## config.mk

```make
export PLATFORM = sky130hd
export DESIGN_NAME = apb_cmd_master_flat
export DESIGN_NICKNAME = d
export VERILOG_FILES = /design/src/rtl/apb_cmd_master_if.sv /design/src/rtl/apb_cmd_master.sv /design/src/flat_wrapper.sv
export SDC_FILE = /design/constraint.sdc
export NUM_CORES = 1
export LEC_CHECK = 0
export CAP_MARGIN = 10
export CORE_MARGIN = 4
export CORE_UTILIZATION = 30
export CTS_BUF_LIST = sky130_fd_sc_hd__clkbuf_4 sky130_fd_sc_hd__clkbuf_8
export DETAILED_ROUTE_END_ITERATION = 6
export PLACE_DENSITY = 0.62
export REMOVE_ABC_BUFFERS = 1
export SLEW_MARGIN = 20
export SYNTH_ARGS = -nofsm -noshare
export SYNTH_HDL_FRONTEND = slang
export SYNTH_SLANG_ARGS = --single-unit
```

## constraint.sdc

```tcl
create_clock -name PCLK -period 3.65 [get_ports PCLK]
set_clock_uncertainty 0.05 [all_clocks]
set_input_delay 0.73 -clock PCLK [delete_from_list [all_inputs] [get_ports PCLK]]
set_output_delay 0.73 -clock PCLK [all_outputs]
set_load 0.05 [all_outputs]
```

## src/rtl/apb_cmd_master_if.sv

```systemverilog
// Command/response stream plus APB3 bus bundle for apb_cmd_master.
// master modport is the requester's view; slave is the view of whatever drives the stream and completer.
interface apb_cmd_master_if #(
    parameter int ADDR_W = 32,
    parameter int DATA_W = 32
);
    logic              cmd_valid;
    logic              cmd_ready;
    logic [ADDR_W-1:0] cmd_addr;
    logic              cmd_write;
    logic [DATA_W-1:0] cmd_wdata;

    logic              rsp_valid;
    logic              rsp_ready;
    logic [DATA_W-1:0] rsp_rdata;
    logic              rsp_err;
    logic              rsp_timeout;
    logic              busy;

    logic              PSEL;
    logic              PENABLE;
    logic [ADDR_W-1:0] PADDR;
    logic              PWRITE;
    logic [DATA_W-1:0] PWDATA;
    logic [DATA_W-1:0] PRDATA;
    logic              PREADY;
    logic              PSLVERR;

    modport master (
        input  cmd_valid, cmd_addr, cmd_write, cmd_wdata, rsp_ready,
        input  PRDATA, PREADY, PSLVERR,
        output cmd_ready, rsp_valid, rsp_rdata, rsp_err, rsp_timeout, busy,
        output PSEL, PENABLE, PADDR, PWRITE, PWDATA
    );

    modport slave (
        output cmd_valid, cmd_addr, cmd_write, cmd_wdata, rsp_ready,
        output PRDATA, PREADY, PSLVERR,
        input  cmd_ready, rsp_valid, rsp_rdata, rsp_err, rsp_timeout, busy,
        input  PSEL, PENABLE, PADDR, PWRITE, PWDATA
    );
endinterface

```

## src/rtl/apb_cmd_master.sv

```systemverilog
// APB3 requester: turns one valid/ready command into a SETUP/ACCESS transfer and
// returns read data / error on a valid/ready response, with a bounded wait-state timeout.
//   state  | meaning
//   IDLE   | bus idle, command accepted here only
//   SETUP  | PSEL=1, PENABLE=0, one cycle
//   ACCESS | PSEL=1, PENABLE=1, waiting for PREADY or timeout
//   RESP   | response held until rsp_ready
module apb_cmd_master #(
    parameter int ADDR_W         = 32,
    parameter int DATA_W         = 32,
    parameter int TIMEOUT_CYCLES = 16,
    parameter int TO_W           = 8
) (
    input logic                  PCLK,
    input logic                  PRESETn,
    apb_cmd_master_if.master     bus
);
    typedef enum logic [1:0] {ST_IDLE, ST_SETUP, ST_ACCESS, ST_RESP} state_t;

    localparam bit             TO_EN   = (TIMEOUT_CYCLES != 0);
    localparam logic [TO_W-1:0] TO_LAST = (TIMEOUT_CYCLES == 0) ? '0 : TO_W'(TIMEOUT_CYCLES - 1);

    state_t            r_state;
    state_t            w_state_nxt;
    logic [ADDR_W-1:0] r_paddr;
    logic              r_pwrite;
    logic [DATA_W-1:0] r_pwdata;
    logic [TO_W-1:0]   r_cnt;
    logic [DATA_W-1:0] r_rdata;
    logic              r_err;
    logic              r_timeout;
    logic              w_accept;
    logic              w_complete;
    logic              w_abort;
    logic              w_expired;

    assign w_expired = TO_EN && (r_cnt == TO_LAST);

    always_ff @(posedge PCLK or negedge PRESETn) begin
        if (!PRESETn) r_state <= ST_IDLE;
        else          r_state <= w_state_nxt;
    end

    // Bus strobes decode from r_state alone, so reset drops PSEL without waiting for a clock.
    always_comb begin
        w_state_nxt   = r_state;
        w_accept      = 1'b0;
        w_complete    = 1'b0;
        w_abort       = 1'b0;
        bus.cmd_ready = 1'b0;
        bus.rsp_valid = 1'b0;
        bus.busy      = 1'b1;
        bus.PSEL      = 1'b0;
        bus.PENABLE   = 1'b0;
        case (r_state)
            ST_IDLE: begin
                bus.cmd_ready = 1'b1;
                bus.busy      = 1'b0;
                if (bus.cmd_valid) begin
                    w_accept    = 1'b1;
                    w_state_nxt = ST_SETUP;
                end
            end
            ST_SETUP: begin
                bus.PSEL    = 1'b1;
                w_state_nxt = ST_ACCESS;
            end
            ST_ACCESS: begin
                bus.PSEL    = 1'b1;
                bus.PENABLE = 1'b1;
                if (bus.PREADY) begin
                    w_complete  = 1'b1;
                    w_state_nxt = ST_RESP;
                end else if (w_expired) begin
                    w_abort     = 1'b1;
                    w_state_nxt = ST_RESP;
                end
            end
            ST_RESP: begin
                bus.rsp_valid = 1'b1;
                if (bus.rsp_ready) w_state_nxt = ST_IDLE;
            end
            default: w_state_nxt = ST_IDLE;
        endcase
    end

    always_ff @(posedge PCLK or negedge PRESETn) begin
        if (!PRESETn) begin
            r_paddr   <= '0;
            r_pwrite  <= 1'b0;
            r_pwdata  <= '0;
            r_cnt     <= '0;
            r_rdata   <= '0;
            r_err     <= 1'b0;
            r_timeout <= 1'b0;
        end else begin
            if (w_accept) begin
                r_paddr  <= bus.cmd_addr;
                r_pwrite <= bus.cmd_write;
                r_pwdata <= bus.cmd_wdata;
            end
            if (r_state == ST_SETUP)
                r_cnt <= '0;
            else if (r_state == ST_ACCESS && !bus.PREADY)
                r_cnt <= r_cnt + TO_W'(1);
            if (w_complete) begin
                r_rdata   <= r_pwrite ? '0 : bus.PRDATA;
                r_err     <= bus.PSLVERR;
                r_timeout <= 1'b0;
            end else if (w_abort) begin
                r_rdata   <= '0;
                r_err     <= 1'b1;
                r_timeout <= 1'b1;
            end
        end
    end

    assign bus.PADDR       = r_paddr;
    assign bus.PWRITE      = r_pwrite;
    assign bus.PWDATA      = r_pwdata;
    assign bus.rsp_rdata   = r_rdata;
    assign bus.rsp_err     = r_err;
    assign bus.rsp_timeout = r_timeout;
endmodule
```

## src/flat_wrapper.sv

```systemverilog
// flat-port wrapper written by rule: the top's interface ports become plain ports
module apb_cmd_master_flat 
#(
    parameter int ADDR_W         = 32,
    parameter int DATA_W         = 32,
    parameter int TIMEOUT_CYCLES = 16,
    parameter int TO_W           = 8
)
  (PCLK, PRESETn, bus_cmd_valid, bus_cmd_addr, bus_cmd_write, bus_cmd_wdata, bus_rsp_ready, bus_PRDATA, bus_PREADY, bus_PSLVERR, bus_cmd_ready, bus_rsp_valid, bus_rsp_rdata, bus_rsp_err, bus_rsp_timeout, bus_busy, bus_PSEL, bus_PENABLE, bus_PADDR, bus_PWRITE, bus_PWDATA);
  apb_cmd_master_if #(.ADDR_W(ADDR_W), .DATA_W(DATA_W)) bus_i ();
  input logic PCLK;
  input logic PRESETn;
  input wire logic [$bits(bus_i.cmd_valid)-1:0] bus_cmd_valid;
  input wire logic [$bits(bus_i.cmd_addr)-1:0] bus_cmd_addr;
  input wire logic [$bits(bus_i.cmd_write)-1:0] bus_cmd_write;
  input wire logic [$bits(bus_i.cmd_wdata)-1:0] bus_cmd_wdata;
  input wire logic [$bits(bus_i.rsp_ready)-1:0] bus_rsp_ready;
  input wire logic [$bits(bus_i.PRDATA)-1:0] bus_PRDATA;
  input wire logic [$bits(bus_i.PREADY)-1:0] bus_PREADY;
  input wire logic [$bits(bus_i.PSLVERR)-1:0] bus_PSLVERR;
  output wire logic [$bits(bus_i.cmd_ready)-1:0] bus_cmd_ready;
  output wire logic [$bits(bus_i.rsp_valid)-1:0] bus_rsp_valid;
  output wire logic [$bits(bus_i.rsp_rdata)-1:0] bus_rsp_rdata;
  output wire logic [$bits(bus_i.rsp_err)-1:0] bus_rsp_err;
  output wire logic [$bits(bus_i.rsp_timeout)-1:0] bus_rsp_timeout;
  output wire logic [$bits(bus_i.busy)-1:0] bus_busy;
  output wire logic [$bits(bus_i.PSEL)-1:0] bus_PSEL;
  output wire logic [$bits(bus_i.PENABLE)-1:0] bus_PENABLE;
  output wire logic [$bits(bus_i.PADDR)-1:0] bus_PADDR;
  output wire logic [$bits(bus_i.PWRITE)-1:0] bus_PWRITE;
  output wire logic [$bits(bus_i.PWDATA)-1:0] bus_PWDATA;
  assign bus_i.cmd_valid = bus_cmd_valid;
  assign bus_i.cmd_addr = bus_cmd_addr;
  assign bus_i.cmd_write = bus_cmd_write;
  assign bus_i.cmd_wdata = bus_cmd_wdata;
  assign bus_i.rsp_ready = bus_rsp_ready;
  assign bus_i.PRDATA = bus_PRDATA;
  assign bus_i.PREADY = bus_PREADY;
  assign bus_i.PSLVERR = bus_PSLVERR;
  assign bus_cmd_ready = bus_i.cmd_ready;
  assign bus_rsp_valid = bus_i.rsp_valid;
  assign bus_rsp_rdata = bus_i.rsp_rdata;
  assign bus_rsp_err = bus_i.rsp_err;
  assign bus_rsp_timeout = bus_i.rsp_timeout;
  assign bus_busy = bus_i.busy;
  assign bus_PSEL = bus_i.PSEL;
  assign bus_PENABLE = bus_i.PENABLE;
  assign bus_PADDR = bus_i.PADDR;
  assign bus_PWRITE = bus_i.PWRITE;
  assign bus_PWDATA = bus_i.PWDATA;
  apb_cmd_master #(.ADDR_W(ADDR_W), .DATA_W(DATA_W), .TIMEOUT_CYCLES(TIMEOUT_CYCLES), .TO_W(TO_W)) u_core (.PCLK(PCLK), .PRESETn(PRESETn), .bus(bus_i));
endmodule
```

# After elaboration in Yosys (flattened, before gate mapping)

Index checks and enable logic that the tools add are counted.

$add $sub $neg: 1
Equal/unequal tests: 7
Mux-type cells: 25
Reduce and logical (&&, ||, !) cells: 7

Operators with widths:

| cell                  | number |
|---|---|
| $mux W32              | 3 |
| $mux W8               | 2 |
| $mux W1               | 15 |
| $add A8 B1 Y8 const B | 1 |
| $eq A8 B4 Y1 const B  | 1 |
| $mux W2               | 4 |
| $pmux W2 S4           | 1 |
| $eq A2 B2 Y1 const B  | 2 |
| $ne A2 B2 Y1 const B  | 2 |
| $reduce_bool A2 Y1    | 2 |
| $ne A3 B2 Y1 const B  | 1 |
| $reduce_and A3 Y1     | 1 |
| $eq A2 B1 Y1 const B  | 1 |
| $logic_not A2 Y1      | 1 |
| $reduce_or A2 Y1      | 1 |
| $logic_and A1 B1 Y1   | 1 |
| $logic_not A1 Y1      | 1 |

Flip-flop bits (word level): 109
Bits of input ports: 103
Word-level logic and storage cells: 48

# Longest topological paths before layout

Gate-level depths: netlist of run 1.

Depth in word-level cells: 6
Gate-level depth with buffers: 6

# Worst setup path after synthesis of run 1

OpenSTA, ideal clock, no wires.

Kind: reg2reg
Start point: register u_core.r_state[0]
End point: register u_core.r_state[1]
Data arrival time: 2.094 ns
Data required time: 3.472 ns
Setup slack: 1.379 ns
Stages on the path, launching flop included: 7
Path through: dfrtp_1 inv_1 ha_1 inv_1 o22ai_1 o21ba_2 mux2_1

Cells in the longest elaborated chain, start to end: 3
Elaborated cells on any way between the ends: 9
Classes of those cells: eq/ne: 6; mux: 1; reduce/logical: 2

RTL lines:

| item                                                          | line                 | source |
|---|---|---|
| start: declaration                                            | apb_cmd_master.sv:23 | `state_t r_state;` |
| start signal: assignment                                      | apb_cmd_master.sv:41 | `else r_state <= w_state_nxt;` |
| $eq A2 B2 Y1 or $logic_not A2 Y1 (tied branches)              | apb_cmd_master.sv:55 | `case (r_state)` |
| $ne A3 B2 Y1 (no source line) or $ne A2 B2 Y1 (tied branches) | --                   |  |
| $reduce_and A3 Y1 (no source line)                            | --                   |  |

Several ways; a longest one is shown, not always the timed one.
A chain may end at the register's enable or synchronous reset.

# Worst setup path after layout of run 1

Start point: register u_core.r_state[0]
End point: output port bus_PENABLE

Cells in the longest elaborated chain, start to end: 2

RTL lines:

| item             | line                 | source |
|---|---|---|
| $eq A2 B2 Y1     | apb_cmd_master.sv:55 |  |
| $mux W1          | apb_cmd_master.sv:55 |  |
| end: declaration | flat_wrapper.sv:28   | `output wire logic [$bits(bus_i.PENABLE)-1:0] bus_PENABLE;` |

Every way passes these cells.

==> results of run 1 <==
-- area by class of cell --
| cell class | count | area, um^2 | share of cell area [%] |
|---|---|---|---|
| clock inverter | 6 | 70.07 | 1.053 |
| sequential | 109 | 2728 | 41.01 |
| multi-input combinational | 147 | 1370 | 20.60 |
| tap | 176 | 220.2 | 3.311 |
| timing repair buffer | 209 | 2107 | 31.68 |
| clock buffer | 10 | 137.6 | 2.069 |
| inverter | 5 | 18.77 | 0.2822 |
-- layer usage --
layer  vias to the layer above  part of all wire (%)  global-route usage, %
met2                       124                    49                  22.94
met1                      1527                    40                  15.54
met5                         -                     0                      0
met4                         0                   2.4                  5.615
met3                        16                   8.7                  5.759
li1                       1386                     -                      -
-- cells by family (layout without fill, tap and decap cells) --
kind of cell    count (synthesis)  count (layout)  synth area share [%]
flops                         109             109                 64.96
simple gates                   27              27                 3.427
fa+ha+maj                       6               6                 1.788
xor+xnor                        6               6                 1.251
compound gates                 42              42                 8.403
buf+inv                        20             230                 2.473
mux                            66              66                 17.70
-- path summary, 6_finish.rpt --
kind                                       start                       end  slack, ns  cells past startpoint
setup / recovery               u_core.r_state[0]               bus_PENABLE       0.70                      3
max in group asynchronous                PRESETn  u_core.bus.rsp_rdata[22]       2.41                      2
hold reg to reg            u_core.bus.PWDATA[22]     u_core.bus.PWDATA[22]       0.46                      1
hold / removal                           PRESETn  u_core.bus.rsp_rdata[19]       0.38                      1
min in group PCLK          u_core.bus.PWDATA[22]     u_core.bus.PWDATA[22]       0.46                      1
setup reg to reg               u_core.r_state[0]      u_core.bus.PADDR[22]       1.57                      5
-- state kept, by name (all words and copies together) (netlist names) --
name,flops
u_core.r_cnt,8
u_core.bus.PWRITE,1
u_core.bus.rsp_err,1
u_core.bus.PADDR,32
u_core.bus.rsp_timeout,1
u_core.bus.PWDATA,32
u_core.bus.rsp_rdata,32
u_core.r_state,2
-- worst max-delay path, cell delays in order (launching register included) --
cell and delay, ns:
dfrtp_1 0.43, inv_1 0.11, ha_1 0.39, clkdlybuf4s50_1 0.88
-- report_power, final --
group,internal (mW),switching (mW)
clock network,0.342,0.413
registers,1.73,0.280
logic,1.53,2.59
-- synthesized netlist by cell type --
cell type and instances:
a21oi_1 5, a22o_1 31, and3_1 2, and3b_1 1
buf_1 3, buf_2 5, buf_6 3, clkbuf_1 4
dfrtp_1 109, ha_1 6, inv_1 5, mux2_1 1
mux2_2 65, nand2_1 7, nand2b_1 2, nand3_1 1
nand4_1 2, nor2_1 7, nor2_4 1, nor2b_1 1
nor3_1 1, o21ai_0 1, o21ai_4 1, o21ba_2 1
o22ai_1 1, o2bb2ai_1 1, o32a_1 1, or3_1 1
or4_4 1, xnor2_1 2, xor2_1 4
==> metrics.sh, run 1 <==
FINALNONFILLERCELLS=662
YS_FF_LATCH=109
FINAL_COMMON_CELL='clkdlybuf4s50_1'
POST_SYNTH_MAIN_AREA_CONTRIBUTORS='dfrtp_1 (65%), mux2_2 (17%), a22o_1 (6.5%)'
FLOORPLAN.DIE.WIDTH_UM=126.3
ROWS=42
NETLIST.TOP_CELL.BY_AREA='dfrtp_1'
PER_INSTANCE_AVERAGE_AREA_AFTER_SYNTHESIS_UM2=15.21
INITIAL_CORE_UTILIZATION_PCT=31.21
DRIVE_GT1_SHARE_PCT=18.52
SYNTH.TOP_CELL.AREA_SHARE_PCT=64.96
TIMING.FINAL.CRIT_SHARE_PCT=80.89
AREA_GROWTH_PCT=58.40
ROUTE.FINAL.WIRE_LENGTH_MM=11.03
TRITONCTS='built'
FINAL-MAX-SLEW-VIOLATION-COUNT=0
CTS.REPORTEDPATHS.CLKPINSLEW_NS=0.10
TIMING.CRITICAL_PATH.TO_TYPE='output port'
CLOCKBUFFERDEPTH=2
MOST-COMMON-LAYOUT-CELLS='clkdlybuf4s50_1 (205), dfrtp_1 (109), mux2_2 (65)'
HOLD_PATH.CLASS='in -> async'
CLOCKROOTBUFFER='clkbuf_8'
PRE_CTS_SLACK_NS=1.093
DR.FIRST_ITER.DRC_COUNT=75
CRIT_FANOUT=9
CTS_HOLD_BUFFERS=0
FINALSETUPVIOLATIONS=0
NUMBER_OF_GLOBAL_ROUTE_VIAS_BEFORE_REPAIR=3314
FINAL_PERIOD_DEMAND_OF_THE_WORST_PATH_NS=2.952
COREAREA_MM2=0.01345
STATIC-LEAKAGE-POWER_nW=2.827
TIMING.SETUP.CRITICAL_PATH_CLASS='reg -> out'
GRT_START_MAX_NET_PINS=65
TOTALNEGATIVESETUPSLACK_NS=0
TOP_LEVEL_PORTS=207
OVERFLOW=0
CTS_SINKS=109
YOSYSWARNINGS=0
FLOORPLAN.DIE_AREA_MM2=0.01595
CTSRESIZECOUNT=0
GRT_SETUP_UNREPAIRED='no'
GRT_ANTENNA_BEFORE_REPAIR=0
DETAILEDPLACEMENTHPWL_MM=8.245
DPL_CELL_AREA_MM2=0.006444
POSTLAYOUTCOREUTIL_PCT=49.44
FINAL_AREA_MM2=0.006651
CRITICAL_PATH.STARTPOINT_TYPE='register'
FINALHOLDVIOLCOUNT=0
SYNTH_SEQ_AREA_SHARE_PCT=64.96
POSTCTSSETUPREPAIRBUFS=0
ROUTE.DETAILED.DRC=0
PLACED_CELLS_INCL_TAPS=646
WORST_EP_ARRIVAL_TIME_NS=2.17
IRDROPWORSTVDD_mV=0.5034
DRT-WIRELENGTH-PER-CELL_UM=16.66
TOTAL_POWER_mW=6.889
PORTBUFFERS=206
WORST_EP_REQUIRED_TIME_NS=2.87
YS_TYPES=31
FILL_CELLS=1242
SLEW_AT_THE_PIN_CLOSEST_TO_ITS_MAX_SLEW_LIMIT_NS=0.8866
CTS_INSERTED_BUFFERS=9
NUM_ANTENNA_CELLS=0
HTREE_LEVELS=3
POWER_DENSITY_mW_PER_MM2=1036
POST_DETAILED_ROUTE_COUNT_OF_ANTENNA_VIOLATING_NETS=0
VIAS=3053
CLK_LATENCY_NS=0.37
SYN_INST=276
FIRSTDRTPASSITERS=4
HOLDWS_NS=0.3786
POST_SYNTH_INSTANCE_AREA_MM2=0.004199
NUM-NETS-FINAL=590
MAX_CAP_VIOL_COUNT=0
RELSLEWSLACK_PCT=40.67
AVGVIACOUNTPERCELL=4.612
GP_ROUTABILITY_CONGESTION=0.7019
GRT_FIRST_PASS_WIRELENGTH_MM=17.36
FMAX_MHz=338.7
SETUP_SLACK_AFTER_LAYOUT_NS=0.6976
CHIPHEIGHT_UM=126.3
GLOBAL_ROUTE.USAGE.TOTAL_PCT=13.72
OUTCOME='finished clean'
(Power assumes the default switching activity.)
==> run 2, diff against run 1 <==
--- a/config.mk
+++ b/config.mk
@@ -10,7 +10,7 @@
 export CORE_UTILIZATION = 30
 export CTS_BUF_LIST = sky130_fd_sc_hd__clkbuf_4 sky130_fd_sc_hd__clkbuf_8
 export DETAILED_ROUTE_END_ITERATION = 6
-export PLACE_DENSITY = 0.62
+export PLACE_DENSITY = 0.64
 export REMOVE_ABC_BUFFERS = 1
 export SLEW_MARGIN = 20
 export SYNTH_ARGS = -nofsm -noshare
==> constraint.sdc (replaced) <==
create_clock -name PCLK -period 2.45 [get_ports PCLK]
set_clock_uncertainty 0.05 [all_clocks]
set_input_delay 0.49 -clock PCLK [delete_from_list [all_inputs] [get_ports PCLK]]
set_output_delay 0.49 -clock PCLK [all_outputs]
set_load 0.05 [all_outputs]
==> run 2 against run 1 <==
Register-to-register slack got worse by 1.0 ns. Die area did not move. Routed wire length rose by 1.2%. Worst setup slack got worse by 0.55 ns. Clock power rose by 38%. Power rose by 48%.
==> metrics.sh, run 2 (synthesis gave the netlist of run 1 again) <==
OUTCOME='finished clean'  # unchanged
POWER_DENSITY_mW_PER_MM2=1530  # was 1036 mW/mm^2
CTS.REPORTEDPATHS.CLKPINSLEW_NS=0.10  # about the same
ROUTE.FINAL.WIRE_LENGTH_MM=11.16  # was 11.03 mm
FINALSETUPVIOLATIONS=0  # unchanged
REGTOREGSTARTPOINT='u_core.r_state[0]'  # unchanged
INITIAL_CORE_UTILIZATION_PCT=31.21  # unchanged
GP_ROUTABILITY_CONGESTION=0.7123  # was 0.7019
SEQUENTIALPOWERSHARE_PCT=29.4  # was 29.2%
CTS_INSERTED_BUFFERS=9  # unchanged
POWER.SHARE.SWITCHING_PCT=47.62  # was 47.71%
FINAL_AREA_MM2=0.006663  # was 0.006651 mm^2
AREA_GROWTH_PCT=58.67  # was 58.40%
CRIT_FAMILY='buffers and inverters'  # unchanged
STATIC-LEAKAGE-POWER_nW=2.849  # was 2.827 nW
COREAREA_MM2=0.01345  # unchanged
RELSLEWSLACK_PCT=62.92  # was 40.67%
MAX_CAP_VIOL_COUNT=0  # unchanged
POSTLAYOUTCOREUTIL_PCT=49.53  # was 49.44%
MOST-COMMON-LAYOUT-CELLS='clkdlybuf4s50_1 (201), dfrtp_1 (109), mux2_2 (65)'  # was clkdlybuf4s50_1 (205), dfrtp_1 (109), mux2_2 (65)
NUMBER_OF_GLOBAL_ROUTE_VIAS_BEFORE_REPAIR=3429  # was 3314
CHIPHEIGHT_UM=126.3  # unchanged
TRITONCTS='built'  # unchanged
CRIT_FANOUT=4  # was 9
DRT-WIRELENGTH-PER-CELL_UM=16.79  # was 16.66 um
HTREE_LEVELS=3  # unchanged
DPL_CELL_AREA_MM2=0.006479  # was 0.006444 mm^2
CRITPATHLAUNCH='u_core.r_state[1]'  # was u_core.r_state[0]
TIMING.CRITICAL_PATH.TO_TYPE='output port'  # unchanged
ROWS=42  # unchanged
NUM-NETS-FINAL=594  # was 590
PORTBUFFERS=206  # unchanged
FINALHOLDVIOLCOUNT=0  # unchanged
VIAS=3052  # was 3053
CPPEAKSTAGEDELAY_NS=0.81  # was 0.88 ns
GLOBAL_ROUTE.USAGE.TOTAL_PCT=14.27  # was 13.72%
TOP_LEVEL_PORTS=207  # unchanged
CLOCKBUFFERDEPTH=2  # unchanged
DRIVE_GT1_SHARE_PCT=19.63  # was 18.52%
CLK_LATENCY_NS=0.36  # was 0.37 ns
FLOORPLAN.DIE.WIDTH_UM=126.3  # unchanged
CTS_SINKS=109  # unchanged
FLOORPLAN.DIE_AREA_MM2=0.01595  # unchanged
IRDROPWORSTVDD_mV=0.7528  # was 0.5034 mV
FIRSTDRTPASSITERS=4  # unchanged
POST_DETAILED_ROUTE_COUNT_OF_ANTENNA_VIOLATING_NETS=0  # unchanged
ROUTE.DETAILED.DRC=0  # unchanged
FINAL_COMMON_CELL='clkdlybuf4s50_1'  # unchanged
AVGVIACOUNTPERCELL=4.589  # was 4.612
GRT_START_MAX_NET_PINS=45  # was 65
CELL_INTERNAL_PWR_mW=5.338  # was 3.602 mW
CRITICAL_PATH.STARTPOINT_TYPE='register'  # unchanged
GRT_ANTENNA_BEFORE_REPAIR=0  # unchanged
DR.FIRST_ITER.DRC_COUNT=129  # was 75
PWR-SHARE-COMB_PCT=60.5  # was 59.8%
WORST-PATH-BUF-INV=1  # was 2
TIMING.FINAL.CRIT_SHARE_PCT=94.16
GRT_SETUP_UNREPAIRED='no'  # unchanged
HOLD_PATH.CLASS='in -> async'  # unchanged
NUM_ANTENNA_CELLS=0  # unchanged
DETAILEDPLACEMENTHPWL_MM=8.444  # was 8.245 mm
CELLS_ALONG_THE_CRITICAL_PATH='ha_1 -> clkdlybuf4s50_1'  # was inv_1 -> ha_1 -> clkdlybuf4s50_1
CTS_HOLD_BUFFERS=0  # unchanged
FINAL_PERIOD_DEMAND_OF_THE_WORST_PATH_NS=2.307
FMAX_MHz=433.5
FINAL-MAX-SLEW-VIOLATION-COUNT=0  # unchanged
SWITCHING_POWER_mW=4.853  # was 3.286 mW
CLOCKROOTBUFFER='clkbuf_8'  # unchanged
WORST_EP_ARRIVAL_TIME_NS=1.77  # was 2.17 ns
GRT_FIRST_PASS_WIRELENGTH_MM=18.10  # was 17.36 mm
PRE_CTS_SLACK_NS=0.3525  # was 1.093 ns
SETUP_SLACK_AFTER_LAYOUT_NS=0.1430  # was 0.6976 ns
SLEW_AT_THE_PIN_CLOSEST_TO_ITS_MAX_SLEW_LIMIT_NS=0.5545  # was 0.8866 ns
TIMING.SETUP.CRITICAL_PATH_CLASS='reg -> out'  # unchanged
CRIT_PATH_TOP_DELAY_CELL='clkdlybuf4s50_1'  # unchanged
WORST_EP_REQUIRED_TIME_NS=1.91  # was 2.87 ns
OVERFLOW=0  # unchanged
CLKPWRFRAC_PCT=10.2  # was 11.0%
[run 2: per-stage QoR]
step,power [mW],TNS (ns),hold WS [ns],instances
floorplan,7.033,-38.02,0.1444,261
global placement,9.163,0,0.4311,650
detailed placement,9.263,0,0.4333,650
CTS,10.34,0,0.03189,665
global route,10.69,0,0.05778,665
finish,10.19,0,0.03465,665
[run 2: path summary, 6_finish.rpt]
path	to	slack, ns	cells after the start
max in group asynchronous	u_core.r_state[0]	1.53	2
max	bus_rsp_valid	0.14	2
min reg2reg	u_core.bus.PWDATA[25]	0.46	1
min	u_core.bus.rsp_rdata[5]	0.03	1
max reg2reg	u_core.r_cnt[7]	0.54	6
min in group PCLK	u_core.bus.PWDATA[25]	0.46	1
[run 2: power by group through the flow]
stage,combinational [mW],sequential (mW),clock [mW]
finish,6.16,2.99,1.04
floorplan,1.40,5.63,0
global route,6.43,3.10,1.16
CTS,6.24,3.00,1.09
detailed placement,6.23,3.03,0
global placement,6.17,2.99,0
[run 2: metal layers]
layer	vias to the layer above	wire length [um]	track usage, %
met1	1536	4334	16.15
met3	15	802	4.708
met4	0	248	6.120
met2	102	5778	24.69
met5	-	0	0
li1	1399	-	-
[run 2: cell type report]
cell class | instances | area, um^2
fillers | 1235 | 6790
flip-flops and latches | 109 | 2728
repair buffers | 213 | 2141
multi-input cells | 147 | 1370
well taps | 176 | 220.2
clock buffers | 14 | 180.2
inverters | 5 | 18.77
clock inverters | 1 | 5.005
[run 2: worst reg2reg max path, stage by stage (launching register included)]
cell and delay (ns):
dfrtp_1 0.42, inv_1 0.12, ha_1 0.39, nor2b_1 0.42
nand4_1 0.17, xor2_1 0.17, nor2_1 0.06
[run 2: timing repair]
action                                  CTS  global route
buffers inserted                          0             0
gates resized for setup                   1             0
endpoints found under the setup margin    1             0
==> run 3, diff against run 2 <==
--- a/config.mk
+++ b/config.mk
@@ -10,7 +10,8 @@
 export CORE_UTILIZATION = 30
 export CTS_BUF_LIST = sky130_fd_sc_hd__clkbuf_4 sky130_fd_sc_hd__clkbuf_8
 export DETAILED_ROUTE_END_ITERATION = 6
-export PLACE_DENSITY = 0.64
+export DONT_BUFFER_PORTS = 1
+export PLACE_DENSITY = 0.44
 export REMOVE_ABC_BUFFERS = 1
 export SLEW_MARGIN = 20
 export SYNTH_ARGS = -nofsm -noshare
==> constraint.sdc (replaced) <==
create_clock -name PCLK -period 2.45 [get_ports PCLK]
set_clock_uncertainty 0.05 [all_clocks]
set_input_delay 0.49 -clock PCLK [delete_from_list [all_inputs] [get_ports PCLK]]
set_output_delay 0.49 -clock PCLK [all_outputs]
set_load 0.1 [all_outputs]
==> run 3 against run 2 <==
The run now ends with negative hold slack left. First-iteration DRC count decreased by 49%. Cell area fell by 27%. Hold slack lost 0.28 ns. Utilization decreased by 13 points. Register-to-register slack lost 0.07 ns. Critical endpoint is now bus_PSEL.
==> metrics.sh, run 3 (synthesis gave the netlist of run 1 again) <==
GP_ROUTABILITY_CONGESTION=0.7204  # was 0.7123
TOTALNEGATIVESETUPSLACK_NS=0  # unchanged
TIMING.FINAL.CRIT_SHARE_PCT=93.86  # was 94.16%
GRT_SETUP_UNREPAIRED='no'  # unchanged
CRIT_FANOUT=4  # unchanged
SLEW_AT_THE_PIN_CLOSEST_TO_ITS_MAX_SLEW_LIMIT_NS=0.9371  # was 0.5545 ns
ROUTE.DETAILED.DRC=0  # unchanged
OVERFLOW=0  # unchanged
CHIPHEIGHT_UM=126.3  # unchanged
MAX_CAP_VIOL_COUNT=0  # unchanged
HOLDWS_NS=-0.2451  # was 0.03465 ns
FINALNONFILLERCELLS=493  # was 665
NUMBER_OF_GLOBAL_ROUTE_VIAS_BEFORE_REPAIR=2634  # was 3429
INITIAL_CORE_UTILIZATION_PCT=31.21  # unchanged
RELSLEWSLACK_PCT=37.53  # was 62.92%
FINALSETUPVIOLATIONS=0  # unchanged
HTREE_LEVELS=3  # unchanged
CTSRESIZECOUNT=0  # was 1
FIRSTDRTPASSITERS=3  # was 4
HOLD_PATH.CLASS='in -> async'  # unchanged
VIOLATIONS='negative hold slack'
WORST_EP_REQUIRED_TIME_NS=1.91  # about the same
FINAL-MAX-SLEW-VIOLATION-COUNT=0  # unchanged
CTS_INSERTED_BUFFERS=9  # unchanged
AREA_GROWTH_PCT=15.44  # was 58.67%
CLK_LATENCY_NS=0.36  # about the same
FINAL_COMMON_CELL='dfrtp_1'  # was clkdlybuf4s50_1
GRT_FIRST_PASS_WIRELENGTH_MM=14.70  # was 18.10 mm
FINALHOLDVIOLCOUNT=109  # was 0
TOP_LEVEL_PORTS=207  # unchanged
VIAS=2313  # was 3052
PORTBUFFERS=0  # was 206
R2R_CELLS=5  # was 6
COREAREA_MM2=0.01345  # unchanged
NUM-NETS-FINAL=422  # was 594
DETAILEDPLACEMENTHPWL_MM=6.771  # was 8.444 mm
FLOORPLAN.DIE_AREA_MM2=0.01595  # unchanged
FMAX_MHz=434.9  # was 433.5 MHz
TRITONCTS='built'  # unchanged
TIMING.SETUP.CRITICAL_PATH_CLASS='reg -> out'  # unchanged
OUTCOME='complete, but fails checks'  # was finished clean
AVGVIACOUNTPERCELL=4.692  # was 4.589
GRT_START_MAX_NET_PINS=110  # was 45
DR.FIRST_ITER.DRC_COUNT=66  # was 129
GRT_ANTENNA_BEFORE_REPAIR=1  # was 0
TIMING.CRITICAL_PATH.TO_TYPE='output port'  # unchanged
GLOBAL_ROUTE.USAGE.TOTAL_PCT=11.85  # was 14.27%
ROUTE.FINAL.WIRE_LENGTH_MM=9.543  # was 11.16 mm
CTS_SINKS=109  # unchanged
PLACED_CELLS_INCL_TAPS=478  # was 650
CLOCKROOTBUFFER='clkbuf_8'  # unchanged
DRT-WIRELENGTH-PER-CELL_UM=19.36  # was 16.79 um
FLOORPLAN.DIE.WIDTH_UM=126.3  # unchanged
POST_DETAILED_ROUTE_COUNT_OF_ANTENNA_VIOLATING_NETS=0  # unchanged
CTS.REPORTEDPATHS.CLKPINSLEW_NS=0.10  # about the same
WORST_EP_ARRIVAL_TIME_NS=1.76  # was 1.77 ns
FINAL_PERIOD_DEMAND_OF_THE_WORST_PATH_NS=2.300  # was 2.307 ns
CLOCKBUFFERDEPTH=2  # unchanged
MOST-COMMON-LAYOUT-CELLS='dfrtp_1 (109), mux2_2 (65), buf_4 (40)'  # was clkdlybuf4s50_1 (201), dfrtp_1 (109), mux2_2 (65)
POSTCTSSETUPREPAIRBUFS=0  # unchanged
FILL_CELLS=1334  # was 1235
POSTLAYOUTCOREUTIL_PCT=36.03  # was 49.53%
CRITICAL_PATH.STARTPOINT_TYPE='register'  # unchanged
ROWS=42  # unchanged
DRIVE_GT1_SHARE_PCT=39.87  # was 19.63%
## run 3: changes by cell type in the layout (fill, tap and decap cells not counted), sizes merged
cell           previous run  this run
dlygate4sd2               1         0
diode                     0         1
buf                      11        41
bufinv                    0         1
clkbuf                   14        10
clkdlybuf4s50           201         0
clkinv                    1         2
inv                       5         6
## run 3: cell type report
| class | instances | area [um^2] | share of cell area (%) |
|---|---|---|---|
| diodes | 1 | 2.502 | 0.05163 |
| clock buffers | 10 | 137.6 | 2.839 |
| clock inverters | 4 | 48.80 | 1.007 |
| inverters | 5 | 18.77 | 0.3872 |
| multi-input cells | 147 | 1371 | 28.29 |
| flip-flops and latches | 109 | 2728 | 56.27 |
| well taps | 176 | 220.2 | 4.543 |
| repair buffers | 41 | 320.3 | 6.608 |
## run 3: through the flow
step	worst slack [ns]	cell area, um^2
after floorplan	-1.094	4114
after global placement	0.4356	4657
after detailed placement	0.3771	4657
after CTS	0.09637	4843
after global routing	0.06950	4847
final	0.1505	4847
## run 3: worst paths after layout
| kind | from | slack, ns | endpoint |
|---|---|---|---|
| max | u_core.r_state[0] | 0.15 | bus_PSEL |
| min | PRESETn | -0.25 | u_core.bus.rsp_rdata[10] |
| max reg2reg | u_core.r_cnt[0] | 0.47 | u_core.bus.rsp_rdata[25] |
| min reg2reg | u_core.bus.rsp_rdata[19] | 0.47 | u_core.bus.rsp_rdata[19] |
| max in group asynchronous | PRESETn | 2.45 | u_core.bus.PWDATA[24] |
| min in group PCLK | bus_PREADY | 0.16 | u_core.bus.rsp_timeout |
## run 3: layer usage
metal  track usage (%)  up-vias  share of wire (%)  wire (um)
met3             4.372       13                7.6        729
met2             19.87       95                 52       4965
met4             5.489        0                2.6        249
li1                  -     1044                  -          -
met5                 0        -                  0          0
met1             13.47     1161                 38       3599
## run 3: critical path, stage by stage, from the launching register on
cell and delay [ns]:
dfrtp_1 0.40, inv_1 0.10, ha_1 0.90
Power of run 3 is left out: the tool's default activity adds up to more than one toggle a clock period on the data nets, which glitch-free logic cannot reach.
